**src/rtl/nn_host_pkg.sv**
```systemverilog
// Shared definitions for the neural-network host port.
//   state_t  : host-port sequencing states
//   DEF_*    : default sample width and frame sizes
//   addr_w() : address width needed to index a buffer of a given depth (min 1)
package nn_host_pkg;

  typedef enum logic [2:0] {
    IDLE,
    LOAD,
    FILL,
    RUN,
    DONE
  } state_t;

  localparam int unsigned DEF_DW    = 8;
  localparam int unsigned DEF_N_IN  = 2;
  localparam int unsigned DEF_N_OUT = 1;

  function automatic int unsigned addr_w(input int unsigned depth);
    return (depth <= 2) ? 1 : $clog2(depth);
  endfunction

endpackage

```
**src/rtl/nn_sample_buf.sv**
```systemverilog
// DW x DEPTH register file, one synchronous write port and one combinational
// read port. Out-of-range writes are dropped; out-of-range reads return 0.
//   clk         : write clock
//   we/waddr/wdata : write port
//   raddr/rdata : combinational read port
module nn_sample_buf #(
  parameter int unsigned DW    = 8,
  parameter int unsigned DEPTH = 2,
  parameter int unsigned AW    = 1
) (
  input  logic          clk,
  input  logic          we,
  input  logic [AW-1:0] waddr,
  input  logic [DW-1:0] wdata,
  input  logic [AW-1:0] raddr,
  output logic [DW-1:0] rdata
);

  localparam int unsigned IW = (DEPTH > 1) ? $clog2(DEPTH) : 1;

  logic [DW-1:0] mem [DEPTH];
  logic [IW-1:0] widx;
  logic [IW-1:0] ridx;

  assign widx = waddr[IW-1:0];
  assign ridx = raddr[IW-1:0];

  always_ff @(posedge clk) begin
    if (we && (32'(waddr) < DEPTH)) mem[widx] <= wdata;
  end

  assign rdata = (32'(raddr) < DEPTH) ? mem[ridx] : '0;

endmodule

```
**src/rtl/nn_host_port.sv**
```systemverilog
// Host-side port for the generated neural-network top. Buffers one frame of
// host samples, drives the fill/req handshake, serves the network's serial
// input-read channel, captures its serial output-write channel and flags done.
//   clk, rst (async, active-low)
//   in_valid/in_data/in_ready : host sample stream
//   start, clear              : host control pulses
//   req, fill, ack_fill, ack_network : network handshake
//   rd_trig/rd_addr/rd_data   : network input-read channel (1-cycle latency)
//   wr_trig/wr_addr/wr_data   : network output-write channel
//   res_addr/res_data         : host result read (combinational)
//   busy, done, err           : status; err is sticky until reset
module nn_host_port
  import nn_host_pkg::*;
#(
  parameter int unsigned DW     = DEF_DW,
  parameter int unsigned N_IN   = DEF_N_IN,
  parameter int unsigned N_OUT  = DEF_N_OUT,
  parameter int unsigned AW_IN  = addr_w(N_IN),
  parameter int unsigned AW_OUT = addr_w(N_OUT)
) (
  input  logic              clk,
  input  logic              rst,
  input  logic              in_valid,
  input  logic [DW-1:0]     in_data,
  output logic              in_ready,
  input  logic              start,
  input  logic              clear,
  output logic              req,
  output logic              fill,
  input  logic              ack_fill,
  input  logic              ack_network,
  input  logic              rd_trig,
  input  logic [AW_IN-1:0]  rd_addr,
  output logic [DW-1:0]     rd_data,
  input  logic              wr_trig,
  input  logic [AW_OUT-1:0] wr_addr,
  input  logic [DW-1:0]     wr_data,
  input  logic [AW_OUT-1:0] res_addr,
  output logic [DW-1:0]     res_data,
  output logic              busy,
  output logic              done,
  output logic              err
);

  localparam int unsigned ICW = $clog2(N_IN + 1);
  localparam int unsigned OCW = $clog2(N_OUT + 1);
  localparam logic [ICW-1:0] IN_FULL  = ICW'(N_IN);
  localparam logic [OCW-1:0] OUT_FULL = OCW'(N_OUT);

  state_t         state, state_nxt;
  logic [ICW-1:0] in_cnt;
  logic [OCW-1:0] out_cnt;
  logic [DW-1:0]  ibuf_rdata;
  logic [DW-1:0]  obuf_rdata;

  logic loading, accept, start_ok, start_bad;
  logic rd_ok, rd_bad, wr_ok, wr_bad, ack_short;

  assign loading  = (state == IDLE) || (state == LOAD);
  // Gated by rst so the port reads 0 while reset is held.
  assign in_ready = rst && loading && (in_cnt < IN_FULL);

  // clear outranks every other event, so all side effects are masked by it.
  always_comb begin
    accept    = in_valid && in_ready && !clear;
    start_ok  = start && (state == LOAD) && (in_cnt == IN_FULL);
    start_bad = start && loading && (in_cnt != IN_FULL);
    rd_ok     = rd_trig && (state == FILL);
    rd_bad    = rd_trig && !(rd_ok && (32'(rd_addr) < N_IN));
    wr_ok     = wr_trig && ((state == FILL) || (state == RUN)) && (32'(wr_addr) < N_OUT);
    wr_bad    = wr_trig && !wr_ok;
    ack_short = ack_network && (state == RUN) && (out_cnt != OUT_FULL);

    state_nxt = state;
    if (clear) begin
      state_nxt = IDLE;
    end else begin
      case (state)
        IDLE:    if (accept) state_nxt = LOAD;
        LOAD:    if (start_ok) state_nxt = FILL;
        FILL:    if (ack_fill) state_nxt = RUN;
        RUN:     if (ack_network) state_nxt = DONE;
        default: state_nxt = state;
      endcase
    end
  end

  always_ff @(posedge clk or negedge rst) begin
    if (!rst) begin
      state   <= IDLE;
      in_cnt  <= '0;
      out_cnt <= '0;
      req     <= 1'b0;
      fill    <= 1'b0;
      busy    <= 1'b0;
      done    <= 1'b0;
      err     <= 1'b0;
      rd_data <= '0;
    end else begin
      state <= state_nxt;
      req   <= (state_nxt == FILL) || (state_nxt == RUN);
      busy  <= (state_nxt == FILL) || (state_nxt == RUN);
      fill  <= (state_nxt == FILL);
      done  <= (state_nxt == DONE);
      if (clear) begin
        in_cnt  <= '0;
        out_cnt <= '0;
      end else begin
        if (accept) in_cnt <= in_cnt + 1'b1;
        if (wr_ok && (out_cnt != OUT_FULL)) out_cnt <= out_cnt + 1'b1;
        // ibuf returns 0 for an out-of-range address.
        if (rd_ok) rd_data <= ibuf_rdata;
        if (start_bad || rd_bad || wr_bad || ack_short) err <= 1'b1;
      end
    end
  end

  nn_sample_buf #(
    .DW    (DW),
    .DEPTH (N_IN),
    .AW    (AW_IN)
  ) ibuf (
    .clk   (clk),
    .we    (accept),
    .waddr (AW_IN'(in_cnt)),
    .wdata (in_data),
    .raddr (rd_addr),
    .rdata (ibuf_rdata)
  );

  nn_sample_buf #(
    .DW    (DW),
    .DEPTH (N_OUT),
    .AW    (AW_OUT)
  ) obuf (
    .clk   (clk),
    .we    (wr_ok && !clear),
    .waddr (wr_addr),
    .wdata (wr_data),
    .raddr (res_addr),
    .rdata (obuf_rdata)
  );

  assign res_data = rst ? obuf_rdata : '0;

endmodule
```
**config.mk**
```make
export PLATFORM = sky130hd
export DESIGN_NAME = nn_host_port
export DESIGN_NICKNAME = d
export VERILOG_FILES = /design/src/rtl/nn_host_pkg.sv /design/src/rtl/nn_sample_buf.sv /design/src/rtl/nn_host_port.sv
export SDC_FILE = /design/constraint.sdc
export NUM_CORES = 1
export LEC_CHECK = 0
export ABC_AREA = 1
export CAP_MARGIN = 25
export CORE_MARGIN = 4
export CORE_UTILIZATION = 45
export CTS_BUF_LIST = sky130_fd_sc_hd__clkbuf_8
export DETAILED_ROUTE_END_ITERATION = 12
export MAX_ROUTING_LAYER = met4
export PLACE_DENSITY = 0.73
export SLEW_MARGIN = 20
export SYNTH_ARGS = -nofsm -noshare
export SYNTH_HDL_FRONTEND = slang
export SYNTH_SLANG_ARGS = --single-unit
export TNS_END_PERCENT = 100
```
**constraint.sdc**
```tcl
create_clock -name clk -period 4.43 [get_ports clk]
set_clock_uncertainty 0.05 [all_clocks]
set_input_delay 0.886 -clock clk [delete_from_list [all_inputs] [get_ports clk]]
set_output_delay 0.886 -clock clk [all_outputs]
set_load 0.02 [all_outputs]
```
==> impl_results.md, run 1 <==
- Post-DP HPWL: 2.80 mm
- Yosys warning count: 0
- Layout cells sized above 1: 0.118
- Cells after synthesis: 150
- Clock tree root buffer cell: clkbuf_8
- Drt drc: 0
- Worst-path clk slew: 0.09 ns
- WL final: 3.56 mm
- Syn_area_per_cell: 11.8 um2
- Synth cell types: 31
- DIE HEIGHT: 70.7 um
- Port-buffer cells: 49
- CTS Hold Bufs: 0
- Gate power share: 0.138
- Post-cts gate resize count: 0
- Crit path max-delay family: buffers and inverters
- Max FO, Critical Path: 8
- Post-Syn Area: 1770 um2
- Final Instance Area: 2400 um2
- Share of power burned in registers: 0.540
- Hold WS: 0.428 ns
- Yosys reg bits: 42
- DIE AREA: 5000 um2
- Initial Util: 0.476
- Vias: 1210
- Post-CTS Setup Inserts: 0
- Clk sink count: 42
- Setup TNS: 0 ns
- RSZ-0062 raised after global routing: no
- Period utilisation layout: 0.781
- Gr usage total: 0.160
- Worst vdd ir: 0.000193 V
- Non-Filler Instances: 252
- Setup crit start kind: input port
- Final hold violation count: 0
- Core area: 3720 um2
- Fmax: 289 MHz
- Skew-Pair Late Insertion Delay: 0.30 ns
- Synth-to-layout area growth: 35.5%
- Most used cell, CP: clkdlybuf4s50_1
- Nets: 232
- DR pass1 iterations: 4
- Total power: 0.811 mW
- CP Data Arrival Time: 2.53 ns
- FILL cells: 295
- Diode count: 0
- Max Slew Vio Count: 0
- Clock power share: 0.321
- CTS tree: done
- Number of max-cap violations: 0
- Die X: 70.7 um
- Final Critical Period: 3.46 ns
- Worst rel slew slack: 0.558
- Fin util: 0.645
- Worst-Margin Slew: 0.660 ns
- Cell count after placement: 244
- I/O pin count: 50
- GRT Residual Overflow: 0
- Sw power: 0.206 mW
- Worst Hold Class: reg -> reg
- Power density over the cells: 339 nW/um2
- Gpl congestion: 0.878
- Largest net degree at the start of global routing: 20
- CP peak stage delay: 0.61 ns
- Critical path, cell by cell: clkdlybuf4s50_1, inv_1, or2_2, nor2_1, clkdlybuf4s50_1
- DP Worst Slack: 0.954 ns
- Cts bufs inserted: 5
- WL/cell: 14.1 um
- Critical path class: in -> out
- ANT nets after route: 0
- Post-DP Area: 2300 um2
- Syn Nets: 179
- Vias/cell: 4.80
- Longest Clk Path Bufs: 2
- Leakage power: 1.03 nW
- Vias in the first global route: 1304
- Internal Power: 0.605 mW
- Status: finished, final reports clean
- DRT iter0 DRCs: 41
- Final Setup Violations: 0
- Cell Rows: 22
- Crit path buffers/inverters: 3
- Antenna violations before repair: 0
- Switching portion of total power: 0.254
- CP max stage cell: clkdlybuf4s50_1
- Register area share after synthesis: 0.662
- WP data required: 3.49 ns
- Fin worst setup slack: 0.969 ns
- CTS H-tree lvls: 2
- First-pass GRT wire length: 6.04 mm
- CP endpoint kind: output pin
==> worst min-delay path, delay by kind of cell (launching register included) <==
family	cells	cell delay (ns)
DFF	1	0.35
and+or+nand+nor	1	0.05
buffers and inverters	1	0.05
==> power by group through the flow <==
stage	Clock, mW	Sequential [mW]	Combinational [mW]
2_1_floorplan	0	0.458	0.0367
3_3_place_gp	0	0.446	0.111
3_5_place_dp	0	0.447	0.112
4_1_cts	0.270	0.439	0.113
5_1_grt	0.291	0.441	0.121
6_report	0.261	0.439	0.112
==> synth_stat cells (all sizes together) <==
| library cell | instances | area [um2] |
|---|---|---|
| a21oi | 11 | 62.6 |
| and2 | 1 | 6.26 |
| buf | 2 | 18.8 |
| clkbuf | 2 | 8.75 |
| clkinv | 1 | 3.75 |
| dfrtp | 18 | 450 |
| edfxtp | 24 | 721 |
| ha | 1 | 12.5 |
| inv | 19 | 71.3 |
| mux2i | 8 | 80.1 |
| nand2 | 18 | 75.1 |
| nand3 | 8 | 40.0 |
| nand3b | 1 | 7.51 |
| nand4 | 4 | 40.0 |
| nor2 | 24 | 116 |
| o211ai | 1 | 7.51 |
| o21a | 1 | 7.51 |
| o21ai | 3 | 15.0 |
| o21bai | 1 | 11.3 |
| or2 | 2 | 12.5 |
==> registers in the layout, indices dropped and copies added (netlist names), 2 cells and up <==
signal    cells
state         3
ibuf.mem     16
rd_data       8
obuf.mem      8
in_cnt        2
==> area by class of cell <==
class | instances | area (um2) | area share
Sequential cell | 42 | 1170 | 0.489
Multi-Input combinational cell | 84 | 494 | 0.206
Tap cell | 48 | 60.1 | 0.0251
Clock inverter | 3 | 28.8 | 0.0120
Timing Repair Buffer | 50 | 498 | 0.208
Inverter | 20 | 75.1 | 0.0313
Clock buffer | 5 | 68.8 | 0.0287
==> routing by layer <==
metal | vias up | routed length, um | track usage
met5 | - | 0 | -
met4 | 0 | 35 | 0.0376
met3 | 5 | 254 | 0.0511
met2 | 39 | 1750 | 0.270
met1 | 560 | 1520 | 0.186
li1 | 606 | - | -
==> layout by cell type, fill, tap and decap left out <==
cell type        instances
clkdlybuf4s50_1         49
edfxtp_1                24
nor2_1                  21
dfrtp_1                 18
inv_1                   15
nand2_1                 15
a21oi_1                  9
nand3_1                  8
mux2i_1                  8
clkbuf_8                 5
inv_2                    4
nand2_2                  3
nand4_1                  3
a21oi_2                  2
o21ai_1                  2
or2_2                    1
nand4_4                  1
o21a_1                   1
nor2_4                   1
o21bai_2                 1
and2_1                   1
clkinv_1                 1
or2_1                    1
nor2_2                   1
nand3b_1                 1
nor2_8                   1
o211ai_1                 1
o21ai_0                  1
ha_1                     1
inv_8                    1
clkinv_4                 1
inv_6                    1
buf_4                    1
==> cells by family (layout without fill, tap and decap cells) <==
group,count (synthesis),count (layout),synth area share
and+or+nand+nor,58,58,0.168
DFF,42,42,0.662
buffers and inverters,24,78,0.0580
AOI/OAI and AO/OA,17,17,0.0587
muxes,8,8,0.0453
adders and majority gates,1,1,0.00708
==> worst paths after layout <==
path,from,end,slack (ns),cells past startpoint
hold reg to reg,err,err,0.43,2
hold / removal,err,err,0.43,2
setup / recovery,rst,res_data[4],0.97,5
max in group asynchronous,rst,busy,3.21,2
setup reg to reg,state[2],ibuf.mem[1][3],2.55,5
min in group asynchronous,rst,err,0.91,2
Note: power is estimated with default switching activity, not from simulation.
==> run 2: changes to the inputs <==
--- a/config.mk
+++ b/config.mk
@@ -8,11 +8,11 @@
 export ABC_AREA = 1
 export CAP_MARGIN = 25
 export CORE_MARGIN = 4
-export CORE_UTILIZATION = 45
+export CORE_UTILIZATION = 44
 export CTS_BUF_LIST = sky130_fd_sc_hd__clkbuf_8
 export DETAILED_ROUTE_END_ITERATION = 12
 export MAX_ROUTING_LAYER = met4
-export PLACE_DENSITY = 0.73
+export PLACE_DENSITY = 0.75
 export SLEW_MARGIN = 20
 export SYNTH_ARGS = -nofsm -noshare
 export SYNTH_HDL_FRONTEND = slang
==> constraint.sdc (replaced) <==
create_clock -name clk -period 3 [get_ports clk]
set_clock_uncertainty 0.05 [all_clocks]
set_input_delay 0.6 -clock clk [delete_from_list [all_inputs] [get_ports clk]]
set_output_delay 0.6 -clock clk [all_outputs]
set_load 0.02 [all_outputs]
==> impl_results.md, run 2 (synthesis results as in run 1) <==
- Status: finished, final reports clean
- Period utilisation layout: 0.967
- Longest Clk Path Bufs: 2 (unchanged)
- Worst Hold Class: reg -> reg
- Post-CTS Setup Inserts: 0 (unchanged)
- Final Critical Period: 2.90 ns
- Fmax: 345 MHz
- Number of max-cap violations: 0 (unchanged)
- Critical path, cell by cell: clkdlybuf4s50_1, inv_1, or2_2, nor2_1, clkdlybuf4s50_1
- Port-buffer cells: 49 (unchanged)
- Largest registers: ibuf.mem x16, obuf.mem x8, rd_data x8
- Gpl congestion: 0.941 (+7.1%)
- Crit path buffers/inverters: 3 (unchanged)
- Power density over the cells: 491 nW/um2 (+45%)
- Max reg flops: 16 (unchanged)
- Total power: 1.18 mW (+45%)
- Reg-to-reg slack, setup: 1.19 ns (-1.36 ns)
- Post-DP HPWL: 2.69 mm (-4.0%)
- Largest net degree at the start of global routing: 20 (unchanged)
- Layout cells sized above 1: 0.117 (-0.000574)
- Cell count after placement: 245 (+0.41%)
- Skew-Pair Late Insertion Delay: 0.29 ns (about the same)
- Final Setup Violations: 0 (unchanged)
- Max Slew Vio Count: 0 (unchanged)
- CP endpoint kind: output pin
- Core area: 3770 um2 (+1.5%)
- Cts bufs inserted: 5 (unchanged)
- Worst rel slew slack: 0.581 (+0.0229)
- Cell Rows: 22 (unchanged)
- Clk sink count: 42 (unchanged)
- Critical path class: in -> out
- Vias/cell: 4.89 (+1.9%)
- Worst Hold Launch: err
- Share of power burned in registers: 0.550 (+0.010)
- Drt drc: 0 (unchanged)
- Vias: 1238 (+2.3%)
- Most used cell, CP: clkdlybuf4s50_1
- Setup TNS: 0 ns (unchanged)
- WL/cell: 13.8 um (-2.2%)
- DP Worst Slack: 0.0952 ns (-0.859 ns)
- Worst-path clk slew: 0.07 ns (-0.02 ns)
- WL final: 3.49 mm (-1.8%)
- Post-DP Area: 2310 um2 (+0.33%)
- Worst Hold Depth: 2 (unchanged)
- Gr usage total: 0.152 (-0.00798)
- Leakage power: 1.04 nW (+0.69%)
- Gate power share: 0.140 (+0.002)
- RSZ-0062 raised after global routing: no
- I/O pin count: 50 (unchanged)
- Setup crit start kind: input port
- GRT Residual Overflow: 0 (unchanged)
- Diode count: 0 (unchanged)
- DIE HEIGHT: 71.4 um (+1.0%)
- CTS tree: done
- WP data required: 2.35 ns (-1.14 ns)
- Crit path max-delay family: buffers and inverters
- Worst vdd ir: 0.000383 V (+98%)
- Final hold violation count: 0 (unchanged)
- DIE AREA: 5100 um2 (+2.0%)
- First-pass GRT wire length: 5.84 mm (-3.2%)
- Antenna violations before repair: 0 (unchanged)
- Sw power: 0.276 mW (+34%)
- Fin util: 0.636 (-0.00908)
- CP max stage cell: clkdlybuf4s50_1
- CP peak stage delay: 0.62 ns (about the same)
- Synth-to-layout area growth: 35.6% (about the same)
- Vias in the first global route: 1249 (-4.2%)
- Switching portion of total power: 0.234 (-0.0204)
- Reg2reg start: state[2]
- DRT iter0 DRCs: 43 (+4.9%)
- Worst-Margin Slew: 0.626 ns (-0.0342 ns)
- Die X: 71.4 um (+1.0%)
- Most common cell after layout, fill and taps aside: clkdlybuf4s50_1
- Fin worst setup slack: 0.100 ns (-0.869 ns)
- Clock power share: 0.310 (-0.011)
- CTS Hold Bufs: 0 (unchanged)
- Post-cts gate resize count: 0 (unchanged)
- ANT nets after route: 0 (unchanged)
- Most frequent cells in the layout: 49 x clkdlybuf4s50_1, 24 x edfxtp_1, 21 x nor2_1
- Internal Power: 0.902 mW (+49%)
- Non-Filler Instances: 253 (+0.40%)
- Clock tree root buffer cell: clkbuf_8
- CTS H-tree lvls: 2 (unchanged)
- Reg with most FFs: ibuf.mem
- Hold WS: 0.416 ns (-0.0113 ns)
- Nets: 233 (+0.43%)
- RR Endpoint: ibuf.mem[0][1]
- Final Instance Area: 2400 um2 (about the same)
- Initial Util: 0.469 (-0.00695)
- CP Data Arrival Time: 2.25 ns (-0.28 ns)
- Max FO, Critical Path: 8 (unchanged)
- Reg2Reg Depth: 6 (+1)
- DR pass1 iterations: 4 (unchanged)
- Worst Hold Path EP: err
==> run 2: changes by cell type in the layout (fill, tap and decap cells not counted), sizes merged <==
cell    previous run  this run
clkbuf             5         6
inv               21        20
buf                1         2
==> run 2: final cells by class <==
| class | count | area, um2 |
|---|---|---|
| clock buffers | 6 | 82.6 |
| clock inverters | 2 | 8.76 |
| fillers | 304 | 1370 |
| inverters | 20 | 75.1 |
| multi-input cells | 84 | 494 |
| flip-flops and latches | 42 | 1170 |
| well taps | 48 | 60.1 |
| repair buffers | 51 | 505 |
==> run 2: layer usage <==
metal / routed length, um / global-route usage
met1: 1580 / 0.196
met2: 1690 / 0.234
met3: 197 / 0.0449
met4: 25 / 0.0438
met5: 0 / -
==> run 2: tightest hold or removal path, cell delays in order, from the launching register on <==
cell,delay (ns)
dfrtp_1,0.35
inv_1,0.04
nand2_1,0.05
==> run 2: worst max path at each step <==
stage | from | to | slack, ns | depth (start not counted)
after CTS | rst | res_data[5] | 0.09 | 5
after floorplan | rst | res_data[0] | 1.00 | 4
after global routing | rst | res_data[5] | 0.05 | 5
final | rst | res_data[5] | 0.10 | 5
after detailed placement | rst | res_data[5] | 0.1 | 5
after global placement | rst | res_data[3] | 0.16 | 5
==> run 2: power groups by stage <==
stage | clock (mW) | combinational [mW] | sequential [mW]
6_report | 0.365 | 0.165 | 0.648
5_1_grt | 0.404 | 0.180 | 0.651
4_1_cts | 0.371 | 0.168 | 0.648
3_5_place_dp | 0 | 0.167 | 0.660
3_3_place_gp | 0 | 0.164 | 0.658
2_1_floorplan | 0 | 0.0542 | 0.676
